--- config.mk ---
export PLATFORM = sky130hd
export DESIGN_NAME = mic_sequencer
export DESIGN_NICKNAME = d
export VERILOG_FILES = /design/src/rtl/mic_pkg.sv /design/src/rtl/mic_ustack.sv /design/src/rtl/mic_sequencer.sv
export SDC_FILE = /design/constraint.sdc
export NUM_CORES = 1
export LEC_CHECK = 0
export CAP_MARGIN = 25
export CORE_MARGIN = 1.5
export CORE_UTILIZATION = 50
export DETAILED_ROUTE_END_ITERATION = 10
export HOLD_SLACK_MARGIN = 0.05
export PLACE_DENSITY = 0.87
export REMOVE_ABC_BUFFERS = 1
export SLEW_MARGIN = 20
export SYNTH_ARGS = -nofsm -noshare
export SYNTH_HDL_FRONTEND = slang
export SYNTH_SLANG_ARGS = --single-unit
--- constraint.sdc ---
create_clock -name clk -period 2.4 [get_ports clk]
set_input_delay 0.72 -clock clk [delete_from_list [all_inputs] [get_ports clk]]
set_output_delay 0.72 -clock clk [all_outputs]
set_load 0.005 [all_outputs]
--- src/rtl/mic_pkg.sv ---
// Shared types and default widths for the MIC-1 microsequencer slice.
package mic_pkg;
    localparam int MIC_ADDR_W      = 9;
    localparam int MIC_MBR_W       = 8;
    localparam int MIC_STACK_DEPTH = 4;
    localparam int MIC_RESET_ADDR  = 0;

    typedef logic [MIC_ADDR_W-1:0] upc_t;

    typedef struct packed {
        logic jmpc;
        logic jamn;
        logic jamz;
        logic call;
        logic ret;
    } jam_t;
endpackage

--- src/rtl/mic_ustack.sv ---
// Microsubroutine return-address LIFO: pointer register over a fixed array.
module mic_ustack #(
    parameter int ADDR_W = 9,
    parameter int DEPTH  = 4
) (
    input  logic                         clk,
    input  logic                         reset,
    input  logic                         push,
    input  logic                         pop,
    input  logic [ADDR_W-1:0]            din,
    output logic [ADDR_W-1:0]            top,
    output logic                         full,
    output logic                         empty,
    output logic [$clog2(DEPTH+1)-1:0]   depth
);
    localparam int DW = $clog2(DEPTH + 1);

    logic [DW-1:0]     ptr;
    logic [ADDR_W-1:0] mem [DEPTH];

    assign full  = (ptr == DW'(DEPTH));
    assign empty = (ptr == '0);
    assign depth = ptr;

    // Entry ptr-1 is the top; compare-based select avoids a zero-width index at DEPTH=1.
    always_comb begin
        top = '0;
        for (int i = 0; i < DEPTH; i++) begin
            if (ptr == DW'(i + 1)) top = mem[i];
        end
    end

    always_ff @(posedge clk or negedge reset) begin
        if (!reset) begin
            ptr <= '0;
            for (int i = 0; i < DEPTH; i++) mem[i] <= '0;
        end else if (push && !full) begin
            for (int i = 0; i < DEPTH; i++) begin
                if (ptr == DW'(i)) mem[i] <= din;
            end
            ptr <= ptr + 1'b1;
        end else if (pop && !empty) begin
            ptr <= ptr - 1'b1;
        end
    end
endmodule

--- src/rtl/mic_sequencer.sv ---
// MIC-1 microsequencer: next-address mux (JAM/JMPC), call/return stack and MPC register.
module mic_sequencer #(
    parameter int ADDR_W      = mic_pkg::MIC_ADDR_W,
    parameter int MBR_W       = mic_pkg::MIC_MBR_W,
    parameter int STACK_DEPTH = mic_pkg::MIC_STACK_DEPTH,
    parameter int RESET_ADDR  = mic_pkg::MIC_RESET_ADDR
) (
    input  logic                               clk,
    input  logic                               reset,
    input  logic [ADDR_W-1:0]                  next_addr,
    input  logic                               jmpc,
    input  logic                               jamn,
    input  logic                               jamz,
    input  logic                               call,
    input  logic                               ret,
    input  logic                               n,
    input  logic                               z,
    input  logic [MBR_W-1:0]                   mbr,
    input  logic                               stall,
    output logic [ADDR_W-1:0]                  mpc,
    output logic [$clog2(STACK_DEPTH+1)-1:0]   sp_depth,
    output logic                               stack_err
);
    import mic_pkg::*;

    jam_t              ctl;
    logic              high;
    logic [ADDR_W-1:0] target;
    logic [ADDR_W-1:0] stack_top;
    logic              stack_full;
    logic              stack_empty;
    logic              do_push;
    logic              do_pop;

    always_comb begin
        ctl    = '{jmpc: jmpc, jamn: jamn, jamz: jamz, call: call, ret: ret};
        high   = (ctl.jamz & z) | (ctl.jamn & n);
        target = next_addr;
        target[ADDR_W-1] = target[ADDR_W-1] | high;
        // MBR_W < ADDR_W, so JMPC never touches the JAM-controlled high bit.
        if (ctl.jmpc) target[MBR_W-1:0] = target[MBR_W-1:0] | mbr;
    end

    // ret outranks call; a stalled cycle neither pushes nor pops.
    assign do_push = !stall && ctl.call && !ctl.ret;
    assign do_pop  = !stall && ctl.ret && !stack_empty;

    mic_ustack #(
        .ADDR_W (ADDR_W),
        .DEPTH  (STACK_DEPTH)
    ) u_stack (
        .clk   (clk),
        .reset (reset),
        .push  (do_push),
        .pop   (do_pop),
        .din   (mpc + 1'b1),
        .top   (stack_top),
        .full  (stack_full),
        .empty (stack_empty),
        .depth (sp_depth)
    );

    always_ff @(posedge clk or negedge reset) begin
        if (!reset) begin
            mpc       <= ADDR_W'(RESET_ADDR);
            stack_err <= 1'b0;
        end else if (!stall) begin
            if (ctl.ret && !stack_empty) mpc <= stack_top;
            else                         mpc <= target;
            if ((ctl.ret && (stack_empty || ctl.call)) || (do_push && stack_full))
                stack_err <= 1'b1;
        end
    end
endmodule

## After elaboration in Yosys (flattened, before gate mapping)

Cells that the tools add are included.
Widths: inputs -> output; s select.

- Input bits: 27
- Logic and storage cells: 50
- Register bits: 49
- Output and inout bits: 13

- Reductions and logical operators: 22
- Muxes and demuxes: 8
- Bitwise logic cells: 6
- $add $sub $neg: 3
- Equality and inequality tests: 4

Operators by type and width:

| kind | count |
|---|---|
| $mux 9 | 5 |
| $reduce_and 2->1 | 5 |
| $add 9x1->9 const B | 1 |
| $logic_and 1x1->1 | 9 |
| $mux 8 | 1 |
| $or 8x8->8 | 1 |
| $eq 3x2->1 const B | 2 |
| $mux 3 | 2 |
| $logic_not 1->1 | 4 |
| $add 3x1->3 const B | 1 |
| $eq 3x1->1 const B | 1 |
| $eq 3x3->1 const B | 1 |
| $logic_not 3->1 | 1 |
| $sub 3x1->3 const B | 1 |
| $and 1x1->1 | 2 |
| $logic_or 1x1->1 | 2 |
| $or 1x1->1 | 2 |
| $reduce_bool 2->1 | 1 |
| $not 1->1 | 1 |

## Depth between registers and ports, before layout

- Depth in word-level cells: 6
- Gate-level depth with buffers: 8
- Depth with buffers taken out: 6

## By module

A second synthesis with hierarchy kept.

- Cell total of the unflattened synthesis: 230
- Area total of the unflattened synthesis: 2,578.7 um2

Modules (own cells, without submodules):

| module | instances | area an instance (um2) | cells an instance | sequential area each (um2) |
|---|---|---|---|---|
| mic_ustack | 1 | 1,913.1 | 154 | 975.9 |
| mic_sequencer | 1 | 665.6 | 76 | 250.2 |

## Worst setup path after synthesis

No wires, ideal clock.

- Path type: reg2reg
- Start point: register u_stack.ptr[1], in the netlist u_stack.depth[1]
- End point: register mpc[8]
- Arrival: 1.771 ns
- Library setup time: 0.074 ns
- Data required time: 2.326 ns
- Path buffers: 0
- Period minus slack after synthesis: 1.845 ns
- Setup slack: 0.555 ns
- Stages on the path, launching flop included: 7
- Cell sequence: dfrtp_1 ha_1 ha_1 nor4b_4 a222oi_1 a221o_1 o21ai_2

- Cells in the longest elaborated chain, start to end: 6
- Elaborated cells between the ends (all ways): 12
- Those cells by class: eq/ne: 4; mux: 5; reduce/logical: 3

Ends and longest elaborated chain:

| what | line | text |
|---|---|---|
| start: declaration | mic_ustack.sv:18 | `logic [DW-1:0] ptr;` |
| start signal: assignment | mic_ustack.sv:41 | `ptr <= ptr + 1'b1;` |
| start signal: assignment | mic_ustack.sv:43 | `ptr <= ptr - 1'b1;` |
| $eq 3x1->1 | mic_ustack.sv:29 | `if (ptr == DW'(i + 1)) top = mem[i];` |
| $mux 9 (4 in a row) | mic_ustack.sv:29 |  |
| $mux 9 (*) | mic_sequencer.sv:68 | `if (ctl.ret && !stack_empty) mpc <= stack_top;` |
| end signal: assignment | mic_sequencer.sv:65 | `mpc <= ADDR_W'(RESET_ADDR);` |
| end signal: assignment | mic_sequencer.sv:68 |  |
| end signal: assignment | mic_sequencer.sv:69 | `else mpc <= target;` |
| end: declaration | mic_sequencer.sv:20 | `output logic [ADDR_W-1:0] mpc,` |

Mark *: on every way between the ends. The rest lies on a longest branch, timed or not.
A chain may end at the register's enable or synchronous reset.

## Worst setup path after layout

- Start point: register u_stack.ptr[2], in the netlist u_stack.depth[2]
- End point: output sp_depth[2]

RTL lines:

| what | line | text |
|---|---|---|
| end: declaration | mic_sequencer.sv:21 | `output logic [$clog2(STACK_DEPTH+1)-1:0] sp_depth,` |

No word-level cell between the ends.

==> summary.md <==
| Metric | Value |
|---|---|
| Post-synthesis sequential area ratio | 50.6% |
| Netlist cell types | 33 |
| Post-synthesis compound-gate area fraction | 21.7% |
| Startpoint types | flip-flop |
| Max-slew violation count | 0 |
| Worst vdd ir | around 0.00055 V |
| Layout cells sized above 1 | 12.6% |
| Synthesized area | between 2000 and 2500 um2 |
| Pwr/cell area | around 1000 nW/um2 |
| Reg2Reg Capture Point | mpc[4]$_DFFE_PN0N_ |
| Final cell count without fillers | 355 |
| Critical Path Sink Type | output pin |
| GP Congestion | ~0.84 |
| Leakage power | 1.31 nW |
| Period minus WS final | 2.25 ns |
| Die Span Y | around 73 um |
| Final hold violation count | 0 |
| Clk slew on worst S/H paths | about 0.09 ns |
| CTS root buffer | clkbuf_8 |
| Area Growth Syn to Fin | 25.5% |
| Mean Syn Cell Area | 9.70 um2 |
| Worst skew pair latency | 0.31 ns |
| Port bufs | 39 |
| Num rows | 25 |
| Core ar. | roughly 4700 um2 |
| Top post-synthesis cells by area | dfrtp_1 51%, nand2_1 8.4%, o21ai_0 7.4% |
| Worst slew margin | between 50% and 60% |
| Post-synthesis simple-gate area fraction | 16.0% |
| Vias | ~2,200 |
| Ys Warns | 0 |
| Hold crit path type | flip-flop to flip-flop |
| Routed WL | 6190 um |
| Combinational family with the most area after synthesis | compound AO/OA/AOI/OAI gates |
| Critical path class | flip-flop to output pin |
| F_max | 0.444 GHz |
| Reg2reg setup slack | 0.23 ns |
| Number of global-route vias before repair | about 2,100 |
| Maxcap violations | 0 |
| Post-synthesis mux area share | ~1.9% |
| First-pass GRT wire length | 10,200 um |
| Maximum clock insertion buffer count | 2 |
| Post-Synth Adder-Cell Area | 3.61% |
| Placed cell count | 347 |
| Hold slack | about 0.48 ns |
| Synthesized instance count | 250 |
| DRC | 0 |
| Detailed-router iteration count before antenna repair | 5 |
| CTS H-tree depth | 2 |
| Setup TNS | 0 ns |
| Post-CTS sizing | 0 |
| Drt first-iter violations | 234 |
| Final ANT Viol Nets | 0 |
| # hold bufs at CTS | 0 |
| CP Data Required Time | ~1.7 ns |
| Synth area leader | dfrtp_1 |
| Synth Area in XOR/XNOR | 2.89% |
| IO Count | 40 |
| Least-Margin Pin Slew | about 0.61 ns |
| CTS tree | done |
| Global route overflow | 0 |
| Worst setup endpoint | sp_depth[2] |
| Top-area cell type share of the netlist area | 50.6% |
| Critical path launch point | u_stack.depth[2]$_DFFE_PN0P_ |
| Total Power | between 0.003 and 0.004 W |
| Clk sinks | 49 |
| CP arrival | ~1.5 ns |
| Clk_skew | 0.0102 ns |
| RR Startpoint | u_stack.depth[1]$_DFFE_PN0P_ |
| Vias per cell | 6.08 |
| Largest net degree at the start of global routing | 50 |
| Final net count | 334 |
| Chip width | 72.6 um |
| Initial Utilization | 51.7% |
| Status | finished clean |
| Final HPWL DP | 4340 um |
| Endpoints failing setup | 0 |
| Post-CTS setup buffer count | 0 |
| FF+latch count, synth | 49 |
| CTS Buf Count | 5 |
| CP Max Fanout | 26 |
| Reg2reg path depth | 7 |
| GRT Resource Usage Total | approximately 25% |
| Initial antenna violation count | 0 |
| Drt wl/cell | 17.4 um |
| Die area | 5280 um2 |
| ANT cells | 0 |
| RSZ-0062 raised after global routing | false |
| Final Cycle Share | 93.7% |
## report_power, final
group	switching [W]	total, W	leakage, nW	internal, W
logic	0.000662	0.00125	0.644	0.000593
clock network	0.000291	0.000498	0.0445	0.000207
registers	0.000266	0.00142	0.623	0.00116
total	0.00122	0.00318	1.31	0.00196
## cells in the final DEF, fill, tap and decap left out, types with 5 or more instances in the layout
cell             instances
clkbuf_8                 5
a211o_1                  9
nand3_1                  9
dfrtp_1                 49
nor3_1                   8
a21oi_1                 10
ha_1                     7
xnor2_1                  5
o21ai_0                 36
nand2_1                 54
a221oi_1                 8
buf_4                   19
clkdlybuf4s50_1         38
a222oi_1                 9
## stage by stage
step           cell area [um2]  setup slack [ns]  util [%]
2_1_floorplan             2360            0.0771         -
3_3_place_gp              2950             0.140      63.0
3_5_place_dp              2950            0.0752      63.0
4_1_cts                   3040             0.154      64.9
5_1_grt                   3040             0.104      64.9
6_report                  3040             0.150      64.9
## state kept, by name (all words and copies together) (netlist names)
name,flops
mpc,9
u_stack.depth,3
u_stack.mem,36
stack_err,1
## critical path, stage by stage, from the launching register on
cell	delay [ns]
dfrtp_1	0.36
buf_4	0.30
clkdlybuf4s50_1	0.57
## area by class of cell
| class | instances | area (um2) |
|---|---|---|
| Fill cell | 381 | 1650 |
| Sequential cell | 49 | 1230 |
| Multi-Input combinational cell | 182 | 1120 |
| Timing Repair Buffer | 58 | 528 |
| Clock buffer | 5 | 68.8 |
| Tap cell | 54 | 67.6 |
| Clock inverter | 3 | 21.3 |
| Inverter | 4 | 15.0 |
## cell families after synthesis
group,count (synthesis)
and+or+nand+nor,84
AOI/OAI and AO/OA,79
DFF,49
buffers and inverters,19
xor gates and xnor gates,8
adders and majority gates,7
muxes,4
## worst min path at each step
stage | startpoint | to | slack [ns] | cells past startpoint
finish | stack_err$_DFFE_PN0P_ | stack_err$_DFFE_PN0P_ | 0.48 | 1
global route | stack_err$_DFFE_PN0P_ | stack_err$_DFFE_PN0P_ | 0.50 | 1
CTS | stack_err$_DFFE_PN0P_ | stack_err$_DFFE_PN0P_ | 0.48 | 1
detailed placement | stack_err$_DFFE_PN0P_ | stack_err$_DFFE_PN0P_ | 0.46 | 1
global placement | stack_err$_DFFE_PN0P_ | stack_err$_DFFE_PN0P_ | 0.46 | 1
floorplan | reset | mpc[0]$_DFFE_PN0N_ | 0.42 | 0
## Yosys cell counts, drive strengths merged
cell type,count
nand2,54
dfrtp,49
o21ai,37
a21oi,10
clkbuf,10
a211o,9
a222oi,9
nand3,9
a221oi,8
nor3,8
ha,7
buf,5
xnor2,5
inv,4
mux2,4
nor2,4
xor2,3
nor2b,2
nor3b,2
a211oi,1
a221o,1
a31o,1
a31oi,1
and3,1
nand2b,1
nand4,1
nor4b,1
o22ai,1
o32ai,1
or2,1
## per-layer routing
metal / vias up / global-route usage [%] / wire [um]
met3: 14 / 5.66 / 463
met4: 0 / 8.60 / 141
met5: - / 0 / 0
li1: 1004 / - / -
met2: 92 / 41.4 / 3070
met1: 1049 / 33.4 / 2520
Note: power is estimated with default switching activity, not from simulation.
